--- src/rtl/pwm_level_decoder.sv ---
// Decodes a dimmer PWM stream into a 0..15 brightness level by measuring high
// time per frame and dividing it by the per-level step with round-half-up.
module pwm_level_decoder #(
    parameter int PERIOD  = 250000,
    parameter int STEP    = 15625,
    parameter int TOL     = 2500,
    parameter int TIMEOUT = 500000
) (
    input  logic       clock_50,
    input  logic       reset,
    input  logic       pwm_in,
    output logic [3:0] level,
    output logic       level_valid,
    output logic       period_err,
    output logic       locked
);

    localparam logic [18:0] TIMEOUT_C = 19'(TIMEOUT);
    localparam logic [19:0] LEN_MIN   = 20'(PERIOD - TOL);
    localparam logic [19:0] LEN_MAX   = 20'(PERIOD + TOL);
    localparam logic [18:0] STEP_C    = 19'(STEP);
    localparam logic [18:0] HALF_C    = 19'(STEP / 2);
    localparam logic [17:0] HIGH_MAX  = '1;

    typedef enum logic [1:0] {IDLE, MEASURE, DIVIDE, DONE} state_t;

    state_t      state_reg, state_next;
    logic        sync_reg, pwm_s_reg, pwm_d_reg;
    logic [18:0] period_cnt_reg, period_cnt_next;
    logic [17:0] high_cnt_reg, high_cnt_next;
    logic [18:0] rem_reg, rem_next;
    logic [3:0]  q_reg, q_next;
    logic [3:0]  iter_reg, iter_next;
    logic [3:0]  level_reg, level_next;
    logic        level_valid_reg, level_valid_next;
    logic        period_err_reg, period_err_next;
    logic        locked_reg, locked_next;

    logic        rise;
    logic [19:0] frame_len;
    logic        in_tol;
    logic        timeout;

    assign rise      = pwm_s_reg & ~pwm_d_reg;
    // Counter was zeroed on the opening rise clock, so +1 accounts for that clock.
    assign frame_len = {1'b0, period_cnt_reg} + 20'd1;
    assign in_tol    = (frame_len >= LEN_MIN) && (frame_len <= LEN_MAX);
    assign timeout   = (period_cnt_reg == TIMEOUT_C);

    always_ff @(posedge clock_50) begin
        if (reset) begin
            sync_reg        <= 1'b0;
            pwm_s_reg       <= 1'b0;
            pwm_d_reg       <= 1'b0;
            state_reg       <= IDLE;
            period_cnt_reg  <= '0;
            high_cnt_reg    <= '0;
            rem_reg         <= '0;
            q_reg           <= '0;
            iter_reg        <= '0;
            level_reg       <= '0;
            level_valid_reg <= 1'b0;
            period_err_reg  <= 1'b0;
            locked_reg      <= 1'b0;
        end else begin
            sync_reg        <= pwm_in;
            pwm_s_reg       <= sync_reg;
            pwm_d_reg       <= pwm_s_reg;
            state_reg       <= state_next;
            period_cnt_reg  <= period_cnt_next;
            high_cnt_reg    <= high_cnt_next;
            rem_reg         <= rem_next;
            q_reg           <= q_next;
            iter_reg        <= iter_next;
            level_reg       <= level_next;
            level_valid_reg <= level_valid_next;
            period_err_reg  <= period_err_next;
            locked_reg      <= locked_next;
        end
    end

    always_comb begin
        state_next       = state_reg;
        rem_next         = rem_reg;
        q_next           = q_reg;
        iter_next        = iter_reg;
        level_next       = level_reg;
        level_valid_next = 1'b0;
        period_err_next  = period_err_reg;
        locked_next      = locked_reg;

        // The rise clock itself is high, so the new frame's high count starts at 1.
        if (rise) begin
            period_cnt_next = '0;
            high_cnt_next   = 18'd1;
        end else begin
            period_cnt_next = (period_cnt_reg >= TIMEOUT_C) ? TIMEOUT_C : period_cnt_reg + 19'd1;
            high_cnt_next   = (pwm_s_reg && high_cnt_reg != HIGH_MAX) ? high_cnt_reg + 18'd1
                                                                      : high_cnt_reg;
        end

        if (state_reg != IDLE && !rise && timeout) begin
            state_next = IDLE;
            if (pwm_s_reg) begin
                period_err_next = 1'b1;
                locked_next     = 1'b0;
            end else begin
                level_next       = 4'd0;
                level_valid_next = 1'b1;
                period_err_next  = 1'b0;
                locked_next      = 1'b1;
            end
        end else begin
            case (state_reg)
                IDLE: begin
                    if (rise) state_next = MEASURE;
                end
                MEASURE: begin
                    if (rise) begin
                        if (in_tol) begin
                            rem_next   = {1'b0, high_cnt_reg} + HALF_C;
                            q_next     = 4'd0;
                            iter_next  = 4'd0;
                            state_next = DIVIDE;
                        end else begin
                            period_err_next = 1'b1;
                            locked_next     = 1'b0;
                        end
                    end
                end
                DIVIDE: begin
                    if (rise) begin
                        period_err_next = 1'b1;
                        locked_next     = 1'b0;
                        state_next      = MEASURE;
                    end else begin
                        if (rem_reg >= STEP_C && q_reg != 4'd15) begin
                            rem_next = rem_reg - STEP_C;
                            q_next   = q_reg + 4'd1;
                        end
                        iter_next = iter_reg + 4'd1;
                        if (iter_reg == 4'd15) state_next = DONE;
                    end
                end
                DONE: begin
                    if (rise) begin
                        period_err_next = 1'b1;
                        locked_next     = 1'b0;
                    end else begin
                        level_next       = q_reg;
                        level_valid_next = 1'b1;
                        period_err_next  = 1'b0;
                        locked_next      = 1'b1;
                    end
                    state_next = MEASURE;
                end
                default: state_next = IDLE;
            endcase
        end
    end

    assign level       = level_reg;
    assign level_valid = level_valid_reg;
    assign period_err  = period_err_reg;
    assign locked      = locked_reg;

endmodule

--- config.mk ---
export PLATFORM = sky130hd
export DESIGN_NAME = pwm_level_decoder
export DESIGN_NICKNAME = d
export VERILOG_FILES = /design/src/rtl/pwm_level_decoder.sv
export SDC_FILE = /design/constraint.sdc
export NUM_CORES = 1
export LEC_CHECK = 0
export CAP_MARGIN = 20
export CORE_MARGIN = 4
export CORE_UTILIZATION = 63
export CTS_CLUSTER_SIZE = 8
export DETAILED_ROUTE_END_ITERATION = 10
export PLACE_DENSITY_LB_ADDON = 0.1
export SKIP_CTS_REPAIR_TIMING = 1
export SYNTH_ARGS = -nofsm -noshare
export SYNTH_HDL_FRONTEND = slang
export SYNTH_SLANG_ARGS = --single-unit
--- constraint.sdc ---
create_clock -name clock_50 -period 3.55 [get_ports clock_50]
set_input_delay 0.71 -clock clock_50 [delete_from_list [all_inputs] [get_ports clock_50]]
set_output_delay 0.71 -clock clock_50 [all_outputs]
set_load 0.05 [all_outputs]
; ---- Word-level counts from Yosys, hierarchy flattened
; Index checks and enable logic that the tools add are counted.
; W data, S select, Z words.
[totals]
out_inout_bits = 7
inputBits = 3
ff_bits = 76
elab_cells = 108
[classes]
n_mux = 41
addsub = 7
magnitude_cmp = 4
n_eq_ne = 18
n_reduce_logical = 20
bitwise_logic = 3
[ops]
columns = op, n
row1 = $mux W19, 5
row2 = $pmux W19 S2, 1
row3 = $mux W4, 9
row4 = $add A19 B1 Y20 const B, 1
row5 = $ge A20 B18 Y1 const B, 1
row6 = $le A20 B18 Y1 const B, 1
row7 = $add A18 B13 Y19 const B, 1
row8 = $add A19 B1 Y19 const B, 1
row9 = $eq A19 B19 Y1 const B, 1
row10 = $ge A19 B14 Y1 const B, 1
row11 = $ge A19 B19 Y1 const B, 1
row12 = $sub A19 B14 Y19 const B, 1
row13 = $add A18 B1 Y18 const B, 1
row14 = $ne A18 B18 Y1 const B, 1
row15 = $mux W1, 16
row16 = $pmux W4 S2, 2
row17 = $ne A2 B2 Y1 const B, 6
row18 = $ne A3 B3 Y1 const B, 4
row19 = $mux W2, 5
row20 = $add A4 B1 Y4 const B, 2
row21 = $pmux W2 S4, 1
row22 = $reduce_and A4 Y1, 2
row23 = $reduce_bool A2 Y1, 4
row24 = $pmux W1 S3, 2
row25 = other kinds (16), 23

; ---- Depth between registers and ports, before layout
; Gate-level depths: netlist (run 1).
[depth]
word_depth = 7
mapped_depth = 13
ltp_nobuf = 11

; ---- Least setup slack after synthesis (run 1)
; No wires, ideal clock.
[synth_timing]
path_kind = register to register
start = register period_cnt_reg[0]
end = register rem_reg[7]
setup_slack_ns = 0.608
arrival_time_ns = 2.825
n_path_buf = 3
t_required_ns = 3.433
synth_period_minus_slack_ns = 2.942
setup_ns = 0.117
stages_incl_launch_ff = 12
path_cell_list = dfxtp_1 -> ha_1 -> clkbuf_1 -> nand2_1 -> or3_1 -> a221o_1 -> nand3_1 -> nand3_1 -> or4_1 -> buf_2 -> buf_4 -> a32o_1
[synth_between]
elab_chain_len = 5
word_cells_on_any_way = 9
classes_between = add/sub: 1 / order compare: 2 / eq/ne: 2 / bitwise: 1 / reduce/logical: 3
[synth_rtl]
columns = element, line_no
row1 = "start, declared", 29  ; logic [18:0] period_cnt_reg, period_cnt_next;
row2 = "start signal, assigned", 70  ; period_cnt_reg <= period_cnt_next;
row3 = $add A19 B1 Y20, 46  ; assign frame_len = {1'b0, period_cnt_reg} + 20'd1;
row4 = $ge A20 B18 Y1 / $le A20 B18 Y1 (equally long branches), 47  ; assign in_tol = (frame_len >= LEN_MIN) && (frame_len <= LEN_MAX);
row5 = $logic_and A1 B1 Y1, 47
row6 = $ne A2 B2 Y1 (no line), -
row7 = $reduce_and A6 Y1 (no line) (*), -
row8 = "end signal, assigned", 72  ; rem_reg <= rem_next;
row9 = "end, declared", 31  ; logic [18:0] rem_reg, rem_next;
; Mark *: on every way between the ends. The rest lies on a longest branch, timed or not.
; A chain may end at the register's enable or synchronous reset.

; ---- Worst setup path in the final report (run 1)
[layout_timing]
start = register period_cnt_reg[1]
end = register rem_reg[2]
; The elaborated chain is that of the path after synthesis.

==> results.md, run 1 <==
- RSZ-0062 raised after global routing: no
- Initial DRC count: 374
- Final TNS setup: 0 ns
- Synth Area per Inst: 7.83 um^2
- Most used DFF post-synth: dfxtp_1
- Drt wl/cell: 16.8 um
- Distinct cell type count after synthesis: 67
- CTS buffer count: 9
- Power Dens Cells: 369 mW/mm^2
- Final min period: 3.29 ns
- Yosys warning count: 0
- Vias per cell: 6.49
- Nets: 621
- Std cell rows: 31
- First-pass GRT wire length: 19.8 mm
- Setup-failing EPs final: 0
- CP Max Fanout: 9
- Via count: 4590
- Gp weighted congestion: 0.969
- Port buffer count: 9
- Worst slew pin tran: 0.822 ns
- # DRC: 0
- P&R area growth vs syn: 7.39%
- Max Freq: 304 MHz
- Hold path start: sync_reg
- Total power: 1.87 mW
- IO Pins: 10
- WP data required: 3.80 ns
- Commonest non-fill, non-tap cell in the layout: dfxtp_1
- Fraction of layout cells with a size suffix above 1: 8.39%
- # clock sinks: 76
- FFs w/ async S/R, synth: 0%
- CORE AREA: 0.00725 mm^2
- First-pass DRT Iterations: 5
- Pleak: 1.69 nW
- Worst-path clk slew: 0.09 ns
- Die Width: 94.6 um
- Antenna violations before repair: 0
- FF+latch count, synth: 76
- Result of the run: finished clean
- MaxCap Viol Count: 0
- CP endpoint kind: register
- Post-synth EDFFs: 0
- Total track usage: 27.4%
- CP Launch Type: register
- Headroom to the max-slew limit: 45.1%
- Fin crit share: 92.6%
- R2R Path Start: period_cnt_reg[1]
- Post-synthesis instance total: 603
- Final WL: 11.9 mm
- Worst Hold Class: reg -> reg
- Full die area: 0.00894 mm^2
- Sequential element share of the synthesized area: 32.2%
- Final hold vios: 0
- Crit Path Class: reg -> reg
- Vias in the first global route: 4049
- CTS Buffer Depth: 2
- Die height: 94.6 um
- Antenna Nets Post-Route: 0
- Max rail drop VDD: 244 uV
- Initial core utilization: 65.1%
- Post-detail-place hpwl: 8.32 mm
- Overflow after GRT: 0
- Ant. Diodes: 0
- Critical Path AT: 3.53 ns
- Start point of the critical path: period_cnt_reg[1]
- Most frequent cells in the layout: 76 x dfxtp_1, 75 x nor2_1, 49 x nand2_1
- Final Max Tran Viols: 0
- Clk Latency, worst-skew pair: 0.35 ns
- Largest net degree at the start of global routing: 38
- CTS HTree Levels: 3
- CTS Root Buffer Type: clkbuf_8
- Post-synth net total: 621
- CTS tree: built
- Post-Syn Area: 0.00472 mm^2
- Layout Skew: 0.00924 ns
-- critical path: stages, from the launching register on --
cell	delay (ns)
dfxtp_1	0.50
ha_1	0.30
nand3_2	0.20
nor2_1	0.20
nor4b_1	0.33
a2bb2oi_2	0.18
a41o_1	0.20
a31oi_2	0.06
buf_4	0.18
o31a_1	0.37
or3_1	0.38
a32o_1	0.26
-- per-stage QoR --
stage	area, um^2	setup slack [ns]	cells	utilization [%]	hold slack, ns
after floorplan	4720	0.608	603	-	0.414
after global routing	5070	0.0789	707	69.9	0.464
after CTS	5060	0.288	707	69.8	0.450
after global placement	4890	0.410	691	67.4	0.417
final	5070	0.264	707	69.9	0.448
after detailed placement	4890	0.332	691	67.4	0.430
-- kinds of logic after synthesis --
logic type | after synthesis | share of synthesized area, %
and+or+nand+nor | 253 | 27.8
AOI/OAI and AO/OA | 153 | 21.5
DFF | 76 | 32.2
buffers and inverters | 57 | 5.33
xor gates and xnor gates | 45 | 8.35
adders and majority gates | 15 | 3.98
muxes | 4 | 0.848
-- where the power goes --
part           total (mW)  switching, mW  internal (mW)  leakage, nW
clock network       0.623          0.362          0.261       0.0872
registers           0.920         0.0373          0.882        0.615
logic               0.328          0.216          0.112        0.985
total                1.87          0.615           1.26         1.69
-- cell type report --
cell class              instances  area [um^2]
clock buffers                  10          128
clock inverters                 6         47.5
fillers                       589         2180
inverters                      19         71.3
multi-input cells             470         2950
flip-flops and latches         76         1520
well taps                      99          124
repair buffers                 27          225
-- Yosys cell counts (all sizes together), types with 3 or more instances --
cell type / count / area, um^2
buf: 14 / 90.1
or3: 11 / 68.8
o21ai: 46 / 230
nand3: 32 / 170
o41ai: 3 / 26.3
or4: 7 / 52.6
ha: 15 / 188
xnor2: 26 / 228
or2: 3 / 18.8
nand2: 49 / 184
a21oi: 35 / 186
inv: 18 / 67.6
nand4: 22 / 159
o22ai: 6 / 37.5
a22oi: 6 / 45.0
nor3: 15 / 80.1
a32o: 11 / 110
and4: 4 / 36.3
a31oi: 8 / 56.3
o31ai: 11 / 87.6
nor4: 8 / 68.8
a211oi: 4 / 30.0
and3: 4 / 25.0
nor2: 75 / 282
mux2i: 4 / 40.0
o21a: 4 / 30.0
o32ai: 3 / 26.3
nand3b: 3 / 22.5
nand2b: 3 / 18.8
dfxtp: 76 / 1520
xor2: 19 / 166
nor2b: 8 / 50.1
clkbuf: 24 / 90.1
-- worst paths after layout --
kind	slack, ns	endpoint	depth (start not counted)
setup / recovery	0.26	rem_reg[2]	11
hold / removal	0.45	pwm_s_reg	1
setup reg to reg	0.26	rem_reg[2]	11
hold reg to reg	0.45	pwm_s_reg	1
-- layer usage --
metal | part of all wire (%) | wire (um) | vias up | GRT usage [%]
li1 | - | - | 2194 | -
met1 | 45 | 5310 | 2153 | 39.4
met2 | 46 | 5410 | 220 | 42.6
met3 | 8.1 | 957 | 23 | 3.03
met4 | 1.7 | 204 | 0 | 9.62
met5 | 0 | 0 | - | 0
(Power assumes the default switching activity.)
==> run 2, diff against run 1 <==
Settings changed: PLACE_DENSITY set to 0.81, PLACE_DENSITY_LB_ADDON 0.1 to unset, SKIP_CTS_REPAIR_TIMING 1 to unset.
==> run 2 against run 1 <==
Design area grew 0.57%. Sequential share of layout area shrank 0.17 points. First-iteration DRC count shrank 31%. Maximum frequency grew 0.63%. Flip-flop and latch count is the same. Count of clock-buffer cells in the layout shrank 1. Critical path type unchanged. Core utilization grew 0.40 points. Clock power grew 12%. Worst setup slack gained 0.021 ns. Critical path depth shrank 2. Clock skew grew 0.0064 ns. Wire length shrank 2.6%.
==> results.md, run 2 (synthesis gave the netlist of run 1 again) <==
- Total track usage: 27.6% (+0.18 points)
- Met2 global-route usage: 43.6% (+1.1 points)
- Max Freq: 306 MHz (+0.63%)
- Fin crit share: 92.0% (-0.58 points)
- Final hold vios: 0 (unchanged)
- Ordered list of cells on the worst path: nand4_1 > nor4_1 > xnor2_1 > nand3_1 > nor4_2 > nand3_1 > or4_1 > buf_4 > a32o_1
- First-pass GRT wire length: 19.9 mm (+0.17%)
- Antenna Nets Post-Route: 0 (unchanged)
- Final WL: 11.6 mm (-2.6%)
- Vias in the first global route: 4168 (+2.9%)
- Die height: 94.6 um (unchanged)
- Port buffer count: 9 (unchanged)
- Final TNS setup: 0 ns (unchanged)
- # DRC: 0 (unchanged)
- Final min period: 3.27 ns (-0.0207 ns)
- Clock share of power: 35.8% (+2.5 points)
- CTS buffer count: 9 (unchanged)
- Sequential fraction of design power: 47.3% (-1.9 points)
- Slowest library cell on the worst path: or4_1
- Pleak: 1.70 nW (+0.67%)
- # clock sinks: 76 (unchanged)
- IO Pins: 10 (unchanged)
- Most Crowded Layer GR: met2
- Antenna violations before repair: 0 (unchanged)
- Full die area: 0.00894 mm^2 (unchanged)
- Int Power: 1.34 mW (+6.4%)
- Ant. Diodes: 0 (unchanged)
- CP top delay family: simple AND/OR/NAND/NOR gates
- Via count: 4493 (-2.1%)
- # fillers: 582 (-1.2%)
- Gate power share: 16.8% (-0.8 points)
- Max rail drop VDD: 225 uV (-7.9%)
- RSZ-0062 raised after global routing: no
- Register Area: 0.00152 mm^2 (unchanged)
- Initial DRC count: 259 (-31%)
- Initial core utilization: 65.1% (unchanged)
- Total power: 1.95 mW (+4.2%)
- # hold bufs at CTS: 0
- Worst slew pin tran: 0.798 ns (-0.0241 ns)
- WP data required: 3.81 ns (about the same)
- Commonest non-fill, non-tap cell in the layout: dfxtp_1
- Post-detail-place hpwl: 8.17 mm (-1.9%)
- CP Launch Type: register
- Crit Path Class: reg -> reg
- Setup-failing EPs final: 0 (unchanged)
- MaxCap Viol Count: 0 (unchanged)
- Worst-path clk slew: 0.09 ns (about the same)
- Post-route core utilization: 70.3% (+0.40 points)
- Fraction of layout cells with a size suffix above 1: 8.07% (-0.32 points)
- CP dominant cell by count: nand3_1
- Result of the run: finished clean
- Std cell rows: 31 (unchanged)
- Buf/Inv on CP: 1 (unchanged)
- Worst Hold Class: reg -> reg
- Max incr delay on CP: 0.65 ns (+0.15 ns)
- Switching share of total power: 31.4% (-1.4 points)
- CTS Buffer Depth: 2 (unchanged)
- Area of the multi-input gates: 0.00295 mm^2 (-0.17%)
- Largest net degree at the start of global routing: 38 (unchanged)
- CTS HTree Levels: 3 (unchanged)
- P_sw: 613 uW (-0.39%)
- CORE AREA: 0.00725 mm^2 (unchanged)
- P&R area growth vs syn: 8.00%
- Headroom to the max-slew limit: 46.7% (+1.6 points)
- CP endpoint kind: register
- Die Width: 94.6 um (unchanged)
- CTS Root Buffer Type: clkbuf_8
- Clk Latency, worst-skew pair: 0.36 ns (about the same)
- CTS tree: built
- Critical Path AT: 3.53 ns (about the same)
- Overflow after GRT: 0 (unchanged)
- Nets: 620 (-0.16%)
- Met1 usage: 36.7% (-2.6 points)
- Vias per cell: 6.36 (-2.0%)
- Layout Skew: 0.0156 ns (+0.00638 ns)
- CP Max Fanout: 13 (+4)
- Gp weighted congestion: 0.971 (+0.17%)
- First-pass DRT Iterations: 5 (unchanged)
- Final Max Tran Viols: 0 (unchanged)
- Most frequent cells in the layout: 76 x dfxtp_1, 75 x nor2_1, 49 x nand2_1
- Power Dens Cells: 382 mW/mm^2 (+3.6%)
- Grt met3 use: 5.82% (+2.8 points)
- Drt wl/cell: 16.4 um (-2.5%)
run 2: cell types whose count changed in the layout (fill, tap and decap cells not counted):
cell	previous run	this run
bufinv_16	0	1
inv_6	2	3
clkinv_4	2	0
inv_8	0	1
or4_1	6	7
and4_1	2	3
buf_4	18	16
buf_12	0	1
clkbuf_1	1	0
and4_2	2	1
or4_4	1	0
run 2: cell type report:
| class | instances | share of cell area [%] |
|---|---|---|
| clock buffer | 9 | 2.43 |
| clock inverter | 7 | 1.57 |
| inverter | 19 | 1.40 |
| multi-input combinational | 470 | 57.8 |
| sequential | 76 | 29.8 |
| tap | 99 | 2.43 |
| timing repair buffer | 26 | 4.52 |
run 2: worst paths after layout:
kind	start	end	slack, ns	cells past startpoint
setup / recovery	period_cnt_reg[5]	rem_reg[7]	0.28	9
hold / removal	locked	locked	0.46	2
setup reg to reg	period_cnt_reg[5]	rem_reg[7]	0.28	9
hold reg to reg	locked	locked	0.46	2
run 2: per-layer routing:
metal,vias up,part of all wire [%]
met4,0,2.6
met3,27,7.9
met1,2071,43
li1,2198,-
met5,-,0
met2,197,46
run 2: worst register-to-register path, stage by stage (launching register included):
cell and delay [ns]:
dfxtp_1 0.60, nand4_1 0.27, nor4_1 0.44, xnor2_1 0.22, nand3_1 0.13, nor4_2 0.19
nand3_1 0.20, or4_1 0.66, buf_4 0.26, a32o_1 0.22
run 2: power groups by stage:
stage | logic [mW] | registers (mW) | clock network [mW]
5_1_grt | 0.362 | 0.928 | 0.741
6_report | 0.328 | 0.923 | 0.698
3_5_place_dp | 0.314 | 0.940 | 0
3_3_place_gp | 0.309 | 0.938 | 0
2_1_floorplan | 0.224 | 0.937 | 0
4_1_cts | 0.315 | 0.920 | 0.704
run 2: through the flow:
stage               instance area [um^2]  hold slack [ns]  std cells  setup WS (ns)
floorplan                           4720            0.414        603          0.608
global placement                    4870            0.424        689          0.418
detailed placement                  4870            0.439        689          0.309
CTS                                 5080            0.464        705          0.284
global route                        5100            0.460        706         0.0509
finish                              5100            0.461        706          0.285
run 2: what timing repair did:
item,CTS,global route
setup endpoints to repair,0,2
resized for setup,0,0
setup buffers,0,1
==> run 3, diff against run 2 <==
Settings changed: CORE_ASPECT_RATIO set to 0.7.
Clock period 3.55 ns to 3.58 ns, I/O delays scaled along.
==> run 3 against run 2 <==
Hold slack better by 0.0046 ns. Sequential share of layout area down 0.20 points. First-iteration DRC count is 130% higher. Global-route usage rose by 2.5 points. Via count rose by 3.8%. Design area increased by 0.83%. Maximum frequency is 3.1% lower. Worst setup slack worse by 0.075 ns. Die area up 0.25%. Critical path depth up 1. Clock power rose by 26%. Sequential power decreased by 0.8%. Highest routed layer unchanged.
==> results.md, run 3 (synthesis gave the netlist of run 1 again) <==
- Worst slew pin tran: 0.867 ns (+0.0694 ns)
- P_sw: 590 uW (-3.7%)
- CTS Root Buffer Type: clkbuf_8
- CP Max Fanout: 11 (-2)
- Final TNS setup: 0 ns (unchanged)
- CP Launch Type: register
- Post-detail-place hpwl: 9.25 mm (+13%)
- Fraction of layout cells with a size suffix above 1: 7.92% (-0.15 points)
- Antenna violations before repair: 0 (unchanged)
- IO Pins: 10 (unchanged)
- Total track usage: 30.1% (+2.5 points)
- Std cell rows: 26 (-16%)
- Setup-failing EPs final: 0 (unchanged)
- Power Dens Cells: 415 mW/mm^2 (+8.5%)
- CTS buffer count: 9 (unchanged)
- Drt wl/cell: 18.7 um (+14%)
- Sequential fraction of design power: 42.9% (-4.4 points)
- Final hold slack: 0.465 ns (+0.00456 ns)
- Crit Path Class: reg -> reg
- Most frequent cells in the layout: 75 x nor2_1, 74 x dfxtp_1, 49 x nand2_1
- First-pass DRT Iterations: 5 (unchanged)
- Die Width: 111 um (+18%)
- Pleak: 1.72 nW (+1.1%)
- Full die area: 0.00896 mm^2 (+0.25%)
- Fin crit share: 94.2% (+2.2 points)
- CTS Buffer Depth: 2 (unchanged)
- Final hold vios: 0 (unchanged)
- CP endpoint kind: register
- Critical Path AT: 3.67 ns (+0.14 ns)
- # hold bufs at CTS: 0 (unchanged)
- Worst-path clk slew: 0.08 ns (about the same)
- Int Power: 1.54 mW (+15%)
- Headroom to the max-slew limit: 42.1% (-4.6 points)
- CTS tree: built
- Clk Latency, worst-skew pair: 0.35 ns (about the same)
- Ant. Diodes: 0 (unchanged)
- RSZ-0062 raised after global routing: no
- Worst R2R Path Depth: 10 (+1)
- Port buffer count: 9 (unchanged)
- Result of the run: finished clean
- MaxCap Viol Count: 0 (unchanged)
- Worst hold path depth: 2 (unchanged)
- Initial DRC count: 583 (+130%)
- Vias in the first global route: 4113 (-1.3%)
- Initial core utilization: 64.8% (-0.30 points)
- Antenna Nets Post-Route: 0 (unchanged)
- P&R area growth vs syn: 8.91%
- CTS HTree Levels: 3 (unchanged)
- Nets: 619 (-0.16%)
- Final Max Tran Viols: 0 (unchanged)
- # clock sinks: 76 (unchanged)
- Commonest non-fill, non-tap cell in the layout: nor2_1
- Gp weighted congestion: 0.972 (+0.16%)
- Max Freq: 297 MHz (-3.1%)
- Via count: 4663 (+3.8%)
- Die height: 80.4 um (-15%)
- Final instance area: 0.00514 mm^2 (+0.83%)
- WP data required: 3.88 ns (+0.07 ns)
- # DRC: 0 (unchanged)
- Overflow after GRT: 0 (unchanged)
- Post-route core utilization: 70.6% (+0.26 points)
- Largest net degree at the start of global routing: 38 (unchanged)
- R2r setup slk: 0.21 ns (-0.08 ns)
- Worst Hold Class: reg -> reg
- Max rail drop VDD: 285 uV (+27%)
- Layout Skew: 0.00890 ns (-0.00671 ns)
- Final min period: 3.37 ns (+0.105 ns)
- # fillers: 630 (+8.2%)
- CORE AREA: 0.00729 mm^2 (+0.47%)
- First-pass GRT wire length: 21.6 mm (+8.6%)
- Gate power share: 15.7% (-1.1 points)
- Vias per cell: 6.62 (+4.1%)
- Switching share of total power: 27.7% (-3.8 points)
- DP Area: 0.00487 mm^2 (about the same)
- Total power: 2.13 mW (+9.4%)
- Final WL: 13.2 mm (+14%)
- Clock share of power: 41.3% (+5.5 points)
run 3: changes by cell type in the layout (fill, tap and decap cells not counted), sizes merged:
cell	before	now
clkinvlp	1	0
inv	22	18
bufinv	1	4
clkbuf	9	12
clkinv	2	1
buf	17	16
run 3: timing repair:
| action | in CTS | in global routing |
|---|---|---|
| resized for setup | 0 | 2 |
| setup buffers | 0 | 0 |
| hold endpoints to repair | 0 | 0 |
| setup endpoints to repair | 0 | 11 |
run 3: per-stage QoR:
stage,setup slack (ns),cells
after floorplan,0.638,603
final,0.209,704
after CTS,0.264,704
after global routing,0.0199,704
after detailed placement,0.306,688
after global placement,0.398,688
run 3: power groups by stage:
| stage | combinational [mW] | sequential (mW) | clock (mW) |
|---|---|---|---|
| CTS | 0.326 | 0.913 | 0.888 |
| global placement | 0.315 | 0.932 | 0 |
| finish | 0.336 | 0.916 | 0.881 |
| detailed placement | 0.322 | 0.933 | 0 |
| global route | 0.361 | 0.921 | 0.923 |
| floorplan | 0.223 | 0.929 | 0 |
run 3: worst max-delay path, cell delays in order, from the launching register on:
cell       delay [ns]
dfxtp_1          0.52
ha_1             0.28
nand3_2          0.22
nor2_1           0.21
nor4b_1          0.41
a2bb2oi_2        0.19
a41o_1           0.20
a31oi_2          0.07
or4_1            0.65
a21oi_4          0.37
a32o_1           0.19
run 3: metal layers:
metal	vias up	wire, um	global-route usage [%]
li1	2184	-	-
met1	2195	6220	45.4
met4	0	159	7.78
met5	-	0	0
met2	268	5250	42.1
met3	16	1520	7.68
run 3: final cells by class:
type | instances | area (um^2) | share of cell area, %
Inverter | 19 | 71.3 | 1.39
Multi-Input combinational cell | 470 | 2950 | 57.3
Clock inverter | 4 | 120 | 2.34
Clock buffer | 12 | 145 | 2.82
Timing Repair Buffer | 25 | 210 | 4.09
Tap cell | 98 | 123 | 2.39
Sequential cell | 76 | 1520 | 29.6
run 3: worst paths after layout:
path                                        start          end
worst max register to register  period_cnt_reg[0]  rem_reg[17]
worst max-delay path            period_cnt_reg[0]  rem_reg[17]
worst min-delay path                       locked       locked
worst min register to register             locked       locked
